[config.mk]
export PLATFORM = sky130hd
export DESIGN_NAME = pipe_fetch_unit
export DESIGN_NICKNAME = d
export VERILOG_FILES = /design/src/rtl/pipe_pkg.sv /design/src/rtl/pipe_npc_sel.sv /design/src/rtl/pipe_fetch_unit.sv
export SDC_FILE = /design/constraint.sdc
export NUM_CORES = 1
export LEC_CHECK = 0
export CAP_MARGIN = 25
export CORE_MARGIN = 1.5
export CORE_UTILIZATION = 40
export CTS_CLUSTER_SIZE = 14
export DETAILED_ROUTE_END_ITERATION = 6
export PLACE_DENSITY_LB_ADDON = 0.08
export SYNTH_ARGS = -nofsm -noshare
export SYNTH_HDL_FRONTEND = slang
export SYNTH_SLANG_ARGS = --single-unit
[constraint.sdc]
create_clock -name clock -period 2.6 [get_ports clock]
set_input_delay 0.52 -clock clock [delete_from_list [all_inputs] [get_ports clock]]
set_output_delay 0.52 -clock clock [all_outputs]
set_load 0.03 [all_outputs]
[src/rtl/pipe_pkg.sv]
// Shared definitions for the pipelined MIPS front end: PC-source codes,
// the nop encoding and the fetch FSM state type.
package pipe_pkg;

  localparam logic [1:0] PCSRC_SEQ = 2'b00;
  localparam logic [1:0] PCSRC_BR  = 2'b01;
  localparam logic [1:0] PCSRC_JR  = 2'b10;
  localparam logic [1:0] PCSRC_J   = 2'b11;

  localparam logic [31:0] NOP_INST = 32'h0000_0000;

  typedef enum logic [1:0] {
    S_BOOT  = 2'd0,
    S_FETCH = 2'd1,
    S_HOLD  = 2'd2
  } fetch_state_t;

endpackage

[src/rtl/pipe_npc_sel.sv]
// Next-PC selection: decodes an ID-stage redirect and muxes the target
// in front of the sequential next_pc.
module pipe_npc_sel
  import pipe_pkg::*;
(
  input  logic        id_valid,
  input  logic        nostall,
  input  logic [1:0]  pcsource,
  input  logic [31:0] bpc,
  input  logic [31:0] rpc,
  input  logic [31:0] jpc,
  input  logic [31:0] next_pc,
  output logic        redirect,
  output logic [31:0] pc_sel
);

  logic [31:0] tgt;

  always_comb begin
    tgt = next_pc;
    case (pcsource)
      PCSRC_BR: tgt = bpc;
      PCSRC_JR: tgt = rpc;
      PCSRC_J:  tgt = jpc;
      default:  tgt = next_pc;
    endcase
  end

  // Only a real instruction that is leaving ID may steer the PC.
  assign redirect = id_valid & nostall & (pcsource != PCSRC_SEQ);
  assign pc_sel   = redirect ? tgt : next_pc;

endmodule

[src/rtl/pipe_fetch_unit.sv]
// IF stage and IF/ID register: PC state, variable-latency instruction fetch
// with a one-word skid for ID stalls, and delay-slot redirect handling.
module pipe_fetch_unit
  import pipe_pkg::*;
#(
  parameter logic [31:0] RESET_PC = 32'h0000_0000
) (
  input  logic        clock,
  input  logic        resetn,
  input  logic        nostall,
  input  logic [1:0]  pcsource,
  input  logic [31:0] bpc,
  input  logic [31:0] rpc,
  input  logic [31:0] jpc,
  output logic        imem_req,
  output logic [31:0] imem_addr,
  input  logic        imem_ready,
  input  logic [31:0] imem_rdata,
  output logic [31:0] inst,
  output logic [31:0] dpc4,
  output logic        id_valid
);

  fetch_state_t state;
  logic [31:0]  fetch_pc;
  logic [31:0]  next_pc;
  logic [31:0]  skid;
  logic         redirect;
  logic [31:0]  pc_sel;
  logic         accept;
  logic         fetch_hit;
  logic         done;

  assign accept    = ~id_valid | nostall;
  assign fetch_hit = (state == S_FETCH) & imem_ready;
  // The PC advances only when a word actually enters IF/ID, so a parked word
  // in the skid still pairs with fetch_pc when it is finally delivered.
  assign done      = (fetch_hit & accept) | ((state == S_HOLD) & nostall);
  assign imem_addr = fetch_pc;

  pipe_npc_sel u_npc_sel (
    .id_valid (id_valid),
    .nostall  (nostall),
    .pcsource (pcsource),
    .bpc      (bpc),
    .rpc      (rpc),
    .jpc      (jpc),
    .next_pc  (next_pc),
    .redirect (redirect),
    .pc_sel   (pc_sel)
  );

  always_ff @(posedge clock or negedge resetn) begin
    if (!resetn) begin
      state    <= S_BOOT;
      fetch_pc <= RESET_PC;
      next_pc  <= RESET_PC + 32'd4;
      skid     <= NOP_INST;
      inst     <= NOP_INST;
      dpc4     <= 32'd0;
      id_valid <= 1'b0;
      imem_req <= 1'b0;
    end else begin
      // A redirect seen while the delay slot is still in flight waits in next_pc.
      if (done) begin
        fetch_pc <= pc_sel;
        next_pc  <= pc_sel + 32'd4;
      end else begin
        next_pc  <= pc_sel;
      end

      case (state)
        S_BOOT: begin
          state    <= S_FETCH;
          imem_req <= 1'b1;
        end
        S_FETCH: begin
          if (fetch_hit && !accept) begin
            skid     <= imem_rdata;
            state    <= S_HOLD;
            imem_req <= 1'b0;
          end
        end
        S_HOLD: begin
          if (nostall) begin
            state    <= S_FETCH;
            imem_req <= 1'b1;
          end
        end
        default: begin
          state    <= S_BOOT;
          imem_req <= 1'b0;
        end
      endcase

      if (done) begin
        inst     <= (state == S_HOLD) ? skid : imem_rdata;
        dpc4     <= fetch_pc + 32'd4;
        id_valid <= 1'b1;
      end else if (accept) begin
        inst     <= NOP_INST;
        dpc4     <= 32'd0;
        id_valid <= 1'b0;
      end
    end
  end

endmodule
* Yosys cells after proc, flatten, opt, wreduce, memory -nomap -nowiden *
Index checks and enable logic that the tools add are counted.

storage, ports and cells
  memory bits (read-only) = 0
  register bits after elaboration = 164
  bits in latches = 0
  bits of input ports = 134
  memory bits (writable) = 0
  memories = 0

cells by class
  shift operators = 0
  bitwise gates (word level) = 8
  equal/unequal tests = 7
  muxes and demuxes = 15
  magnitude comparators = 0
  reductions and logical operators = 7
  divide/modulo/power cells = 0
  add/subtract/negate cells = 2
  multiply operators = 0

operators with widths
  kind                   count
  $mux 32                6
  $pmux 32 s3            1
  $add 32x3->32 const B  2
  $eq 2x2->1 const B     3
  $pmux 2 s3             1
  $and 1x1->1            5
  $eq 2x1->1 const B     2
  $mux 1                 4
  $mux 2                 2
  $reduce_and 2->1       2
  $reduce_bool 2->1      2
  $pmux 1 s3             1
  $logic_not 2->1        1
  $ne 2x1->1 const B     1
  $ne 2x2->1 const B     1
  $or 1x1->1             2
  $logic_and 1x1->1      1
  $logic_not 1->1        1
  $not 1->1              1

* Logic depth before layout (Yosys ltp) *
Gate-level depths: netlist (run 1).

  depth in word-level cells = 6
  depth in mapped cells = 13
  gate-level depth less buffers = 10

* Modules after synthesis *
From an unflattened synthesis (run 1), not the netlist that was laid out.

unflattened totals
  cells, all modules = 833
  area, all modules = 8456.9 um^2

by module, submodules not included
  module           times used  area each (um^2)  cells each
  pipe_fetch_unit  1           7248.2            684
  pipe_npc_sel     1           1208.7            149

* Least setup slack after synthesis (run 1) *
No wires, ideal clock.

  kind = input -> register
  start point = in pcsource[1]
  end point = reg next_pc[12]
  arrival time = 2.638 ns
  stages = 13
  slack = -0.180 ns
  buffers on the path = 3
  library setup time = 0.143 ns
  data required time = 2.457 ns
  path through = buf_2 and3_1 buf_2 buf_2 nand2_1 o221ai_1 inv_1 ha_1 nand4_1 nor4_4 inv_2 or3_1 xor2_1

on the way
  cells in the longest elaborated chain, start to end = 5

ends and longest elaborated chain
  element                                            line                                    text
  start, declared                                    pipe_fetch_unit.sv:11                   input logic [1:0] pcsource,
  $eq 2x2->1, or another cell as far along           pipe_npc_sel.sv:21                      case (pcsource)
  $pmux 32 s3 / $and 1x1->1 (equally long branches)  pipe_npc_sel.sv:21, pipe_npc_sel.sv:30
  $mux 32 *                                          pipe_npc_sel.sv:31                      assign pc_sel = redirect ? tgt : next_pc;
  net pc_sel[3]                                      pipe_fetch_unit.sv:29                   logic [31:0] pc_sel;
  $add 32x3->32 *                                    pipe_fetch_unit.sv:67                   next_pc <= pc_sel + 32'd4;
  $mux 32 *                                          pipe_fetch_unit.sv:65                   if (done) begin
  end signal, assigned                               pipe_fetch_unit.sv:57                   next_pc <= RESET_PC + 32'd4;
  end signal, assigned                               pipe_fetch_unit.sv:67
  end signal, assigned                               pipe_fetch_unit.sv:69                   next_pc <= pc_sel;
  end, declared                                      pipe_fetch_unit.sv:26                   logic [31:0] next_pc;

The timed path passes the listed nets; every way through them passes the cells marked *.
A chain may end at the register's enable or synchronous reset.

* Final worst setup path (run 1) *
  start point = reg id_valid
  end point = reg next_pc[29]

on the way
  cells in the longest elaborated chain, start to end = 5

ends and longest elaborated chain
  element                                             line                                          text
  start, declared                                     pipe_fetch_unit.sv:21                         output logic id_valid
  start signal, assigned                              pipe_fetch_unit.sv:61                         id_valid <= 1'b0;
  start signal, assigned                              pipe_fetch_unit.sv:99                         id_valid <= 1'b1;
  start signal, assigned                              pipe_fetch_unit.sv:103                        id_valid <= 1'b0;
  $and 1x1->1 / $not 1->1 (equally long branches)     pipe_npc_sel.sv:30, pipe_fetch_unit.sv:34
  $and 1x1->1 / $or 1x1->1 (equally long branches)    pipe_npc_sel.sv:30, pipe_fetch_unit.sv:34
  $mux 32 / $and 1x1->1 (equally long branches)       pipe_npc_sel.sv:31, pipe_fetch_unit.sv:38
  $add 32x3->32 / $or 1x1->1 (equally long branches)  pipe_fetch_unit.sv:67, pipe_fetch_unit.sv:38
  $mux 32 *                                           pipe_fetch_unit.sv:65

Every way passes the cells marked *; elsewhere a longest branch is shown, timed or not.

==> results of run 1 <==
critical path, cell delays in order, from the launching register on:
cell	delay, ns
dfrtp_2	0.41
and2_4	0.21
clkbuf_16	0.18
a31oi_1	0.20
o221ai_2	0.13
or4_4	0.56
nand2b_4	0.21
nor4_4	0.31
xor2_1	0.16
per-layer routing:
metal | GRT usage, % | wire length (um) | up-vias
met5 | 0 | 0 | -
li1 | - | - | 3511
met1 | 31.6 | 11400 | 3311
met2 | 32.0 | 10400 | 163
met3 | 3.85 | 941 | 13
met4 | 3.86 | 136 | 0
cell type report:
type                    instances  area, sq um
repair buffers                319         3140
clock inverters                15          191
clock buffers                  17          425
fillers                      1890         8460
well taps                     275          344
multi-input cells             597         4220
inverters                      26         97.6
flip-flops and latches        163         4080
where the power goes:
part	internal, mW	switching [mW]
sequential	3.47	0.812
combinational	2.37	2.67
clock	1.39	1.20
total	7.23	4.69
stage by stage:
stage                     std cells  setup WS [ns]  setup TNS, ns
final                          1412          0.123              0
after global routing           1412       -0.00195       -0.00195
after CTS                      1407         0.0112              0
after detailed placement       1374         -0.487          -9.26
after global placement         1374         -0.440          -8.00
after floorplan                 841        -0.0891         -0.123
logic make-up (layout without fill, tap and decap cells):
group | Yosys count | count (layout)
XOR/XNOR | 57 | 57
AND/OR/NAND/NOR | 278 | 278
adder cells (fa/ha/maj) | 2 | 2
multiplexers | 96 | 96
buffers and inverters | 81 | 377
AO/OA/AOI/OAI | 164 | 164
flip-flops | 163 | 163
cell usage in the layout, fill, tap and decap left out, types with 19 or more instances in the layout:
cell / count
clkdlybuf4s50_1: 227
o21ai_0: 89
nor2_1: 50
inv_1: 25
nand2_1: 144
buf_4: 75
xnor2_1: 34
xor2_1: 23
dfrtp_1: 161
mux2i_1: 60
mux2_2: 36
clkbuf_16: 19
state kept, by name, summed over array words and instances (netlist names):
signal,flops
skid,32
dpc4,32
state,2
inst,32
id_valid,1
next_pc,32
imem_addr,32
worst paths after layout:
kind / from / endpoint / slack (ns)
min: resetn / dpc4[17]$_DFFE_PN0P_ / 0.03
max in group asynchronous: resetn / next_pc[2]$_DFF_PN1_ / 1.80
min reg2reg: dpc4[22]$_DFFE_PN0P_ / dpc4[22]$_DFFE_PN0P_ / 0.48
max reg2reg: id_valid$_DFFE_PN0P_ / next_pc[29]$_DFF_PN0_ / 0.12
min in group clock: dpc4[22]$_DFFE_PN0P_ / dpc4[22]$_DFFE_PN0P_ / 0.48
max: id_valid$_DFFE_PN0P_ / next_pc[29]$_DFF_PN0_ / 0.12
timing repair:
item                                    in CTS  in global routing
cloned                                       0                  2
endpoints found under the setup margin      10                 18
pin swaps                                    1                 12
setup buffers                                1                  3
resized for setup                            2                 19
==> qor.yml, run 1 <==
status: "finished clean"
yosysSeqAreaShare_pct: 47.9
core_area_sq_mm: 0.0210
cts_max_path_buffers: 2
ys_warn_count: 0
hpwlAfterDp_um: 16700
worst_ep_arrival_time_ns: 2.82
setup_viol: 0
io_buffer_count: 231
cp-end-kind: "flip-flop"
path_class: "reg2reg"
synth.top_cell.area_share_pct: 47.6
clkLatencyLatePin_ns: 0.43
synth_top_family_by_area: "simple AND/OR/NAND/NOR gates"
drv_cap: 0
vias: 6998
synth_cell_type_count: 59
drive_gt1_share_pct: 19.4
syn_avg_cell_area_sq_um: 10.1
track_usage_pct: 21.1
synthAdderAreaFrac_pct: 0.294
syn-cell-area_sq_mm: 0.00851
grt-ovfl-total: 0
synth_most_common_cell: "dfrtp_1"
clkSlewWorstSetupHoldPaths_ns: 0.07
reg2regPathDepth: 8
area_growth_pct: 46.8
finalCritPeriodShare_pct: 95.3
ios: 232
post_drt_wl_per_cell_um: 16.2
grt_pass1_vias: 6761
synthMuxAreaShare_pct: 11.8
postRouteAntennaNets: 0
netlist_top_cells_count: "dfrtp_1 (162), nand2_1 (146), o21ai_0 (90)"
cts_num_sinks: 163
p_total_mw: 11.9
syn_inst: 841
yosysTopAreaCell: "dfrtp_1"
final_area_sq_mm: 0.0125
cts_hold_buf: 0
irDropWorstVdd_mv: 0.533
syn_nets: 977
hold_violations: 0
synth_area_leaders: "dfrtp_1 (48%), mux2i_1 (7.1%), nand2_1 (6.4%)"
die_area_sq_mm: 0.0222
synthArstFlopShare_pct: 100
worstPathMaxFanout: 11
wirelength_um: 22900
finClkSkew_ns: 0.0146
cts_tree: "built"
synthSimpleGateAreaFrac_pct: 16.7
start_kind: "flip-flop"
worstMarginPinSlew_ns: 0.741
root_buffer: "clkbuf_16"
fin_crit_ns: 2.48
drv_slew: 0
hold_slack_ns: 0.0338
viasPerCell: 4.96
slew_headroom_pct: 50.6
postPlaceCellArea_sq_mm: 0.0117
synth-compound-area-share_pct: 12.6
drtIter0Drc: 298
start_util_pct: 40.6
gp_congestion: 0.801
synthXorXnorAreaFrac_pct: 5.87
p_leak_nw: 5.17
antenna_found_initial: 0
synth-edff-count: 0
hold_class: "in2async"
synthFlopType: "dfrtp_1"
drc_errors: 0
crit_required_ns: 2.94
ctsHtreeMaxLevel: 4
dieWidth_um: 149
drt-pass1-iter-count: 4
fin_nets: 1260
rows: 53
synth-seq-cells: 163
n_antenna_cell: 0
grt_pass1_wl_um: 36700
postLayoutCoreUtil_pct: 59.6
fmax_mhz: 404
grt_max_degree: 117
die_y_um: 149
p_per_area_mw_per_mm2: 954
cts_buffers: 17
Note: power is estimated with default switching activity, not from simulation.
==> run 2, diff against run 1 <==
--- a/config.mk
+++ b/config.mk
@@ -10,6 +10,7 @@
 export CORE_UTILIZATION = 40
 export CTS_CLUSTER_SIZE = 14
 export DETAILED_ROUTE_END_ITERATION = 6
+export GPL_TIMING_DRIVEN = 0
 export PLACE_DENSITY_LB_ADDON = 0.08
 export SYNTH_ARGS = -nofsm -noshare
 export SYNTH_HDL_FRONTEND = slang
==> qor.yml, run 2 (synthesis gave the netlist of run 1 again) <==
status: "complete, but fails checks"
violations: "hold timing"
cp-end-kind: "flip-flop"
fin_crit_ns: 2.51
setup_viol: 0
fmax_mhz: 399
grt_pass1_vias: 7056
root_buffer: "clkbuf_16"
cts_num_sinks: 163
drc_errors: 0
worstMarginPinSlew_ns: 0.832
gp_congestion: 0.870
worstPathMaxFanout: 10
wirelength_um: 25000
track_usage_pct: 22.6
worst_ep_arrival_time_ns: 2.85
start_util_pct: 40.6
viasPerCell: 5.16
hold_class: "in2async"
hold_violations: 6
fin_cells: 1410
slew_headroom_pct: 44.5
p_leak_nw: 5.01
drtIter0Drc: 241
drv_slew: 0
die_y_um: 149
pre_cts_ws_ns: -1.09
crit_required_ns: 2.95
dp_cells: 1347
cts_tree: "built"
cts_max_path_buffers: 2
drive_gt1_share_pct: 17.9
layout_common_cells: "clkdlybuf4s50_1 (227), dfrtp_1 (161), nand2_1 (144)"
postRouteAntennaNets: 0
grt-ovfl-total: 0
ios: 232
area_growth_pct: 45.9
layout_commonest_cell: "clkdlybuf4s50_1"
path_class: "reg2reg"
drt-pass1-iter-count: 5
postPlaceCellArea_sq_mm: 0.0113
vias: 7276
dieWidth_um: 149
postLayoutCoreUtil_pct: 59.3
grt_pass1_wl_um: 38500
finClkSkew_ns: 0.0103
die_area_sq_mm: 0.0222
io_buffer_count: 230
setup_ws_ns: 0.0926
grt_max_degree: 114
fin_nets: 1257
rows: 53
rsz0062_at_grt: "true"
finalCritPeriodShare_pct: 96.4
final_area_sq_mm: 0.0124
r2r_setup_slack_ns: 0.09
ctsHtreeMaxLevel: 4
core_area_sq_mm: 0.0210
post_drt_wl_per_cell_um: 17.7
start_kind: "flip-flop"
hpwlAfterDp_um: 18300
hold_slack_ns: -0.00839
clkSlewWorstSetupHoldPaths_ns: 0.07
clkLatencyLatePin_ns: 0.43
irDropWorstVdd_mv: 0.473
drv_cap: 0
p_per_area_mw_per_mm2: 950
antenna_found_initial: 1
p_total_mw: 11.8
cts_buffers: 17
-- run 2: worst paths after layout --
| check | end | cells after the start | start |
|---|---|---|---|
| worst max-delay path | next_pc[22]$_DFF_PN0_ | 11 | id_valid$_DFFE_PN0P_ |
| worst min-delay path | dpc4[16]$_DFFE_PN0P_ | 1 | resetn |
| worst max register to register | next_pc[22]$_DFF_PN0_ | 11 | id_valid$_DFFE_PN0P_ |
| worst min register to register | dpc4[29]$_DFFE_PN0P_ | 2 | dpc4[29]$_DFFE_PN0P_ |
| max in group asynchronous | skid[24]$_DFFE_PN0P_ | 2 | resetn |
| min in group clock | dpc4[29]$_DFFE_PN0P_ | 2 | dpc4[29]$_DFFE_PN0P_ |
-- run 2: metrics by stage --
| stage | hold slack [ns] | setup TNS [ns] |
|---|---|---|
| after global routing | 0.0165 | -0.114 |
| final | -0.00839 | 0 |
| after CTS | 0.00617 | 0 |
| after floorplan | 0.224 | -0.123 |
| after detailed placement | 0.465 | -64.51 |
| after global placement | 0.464 | -1042.12 |
-- run 2: per-layer routing --
layer  track usage (%)  routed length (um)  vias up
li1                  -                   -     3505
met1              31.9               11800     3552
met2              35.8               11700      192
met3              4.01                1170       27
met4              6.44                 360        0
met5                 0                   0        -
-- run 2: repair_timing --
action | 4_1_cts | 5_1_grt
resized for setup | 17 | 48
buffers inserted | 14 | 17
hold buffers | 0 | 0
pin swaps | 8 | 15
setup endpoints to repair | 33 | 43
-- run 2: final cells by class --
cell class	count	area (sq um)
fill	1861	8540
multi-input combinational	597	4390
sequential	163	4080
timing repair buffer	262	2570
clock buffer	19	453
buffer	54	368
tap	275	344
clock inverter	13	118
inverter	26	97.6
antenna	1	2.50
-- run 2: worst max-delay path, cell delays in order (launching register included) --
cell and delay [ns]:
dfrtp_2 0.43, and2_4 0.14, buf_6 0.13, buf_12 0.15, buf_12 0.15, a31oi_2 0.19, o21ai_2 0.14, nor4_4 0.38
buf_4 0.19, nand4_4 0.16, nor4_4 0.20, xnor2_1 0.16
-- run 2: where the power goes --
group / internal [mW] / switching (mW) / leakage [nW]
Combinational: 2.30 / 2.77 / 2.70
Sequential: 3.47 / 0.819 / 2.03
Clock: 1.31 / 1.13 / 0.276
Total: 7.08 / 4.72 / 5.01
==> run 3, diff against run 2 <==
--- a/config.mk
+++ b/config.mk
@@ -8,6 +8,7 @@
 export CAP_MARGIN = 25
 export CORE_MARGIN = 1.5
 export CORE_UTILIZATION = 40
+export CTS_CLUSTER_DIAMETER = 150
 export CTS_CLUSTER_SIZE = 14
 export DETAILED_ROUTE_END_ITERATION = 6
 export GPL_TIMING_DRIVEN = 0
==> results of run 3 <==
No change in the layout: final DEF, timing and power equal those of run 2.
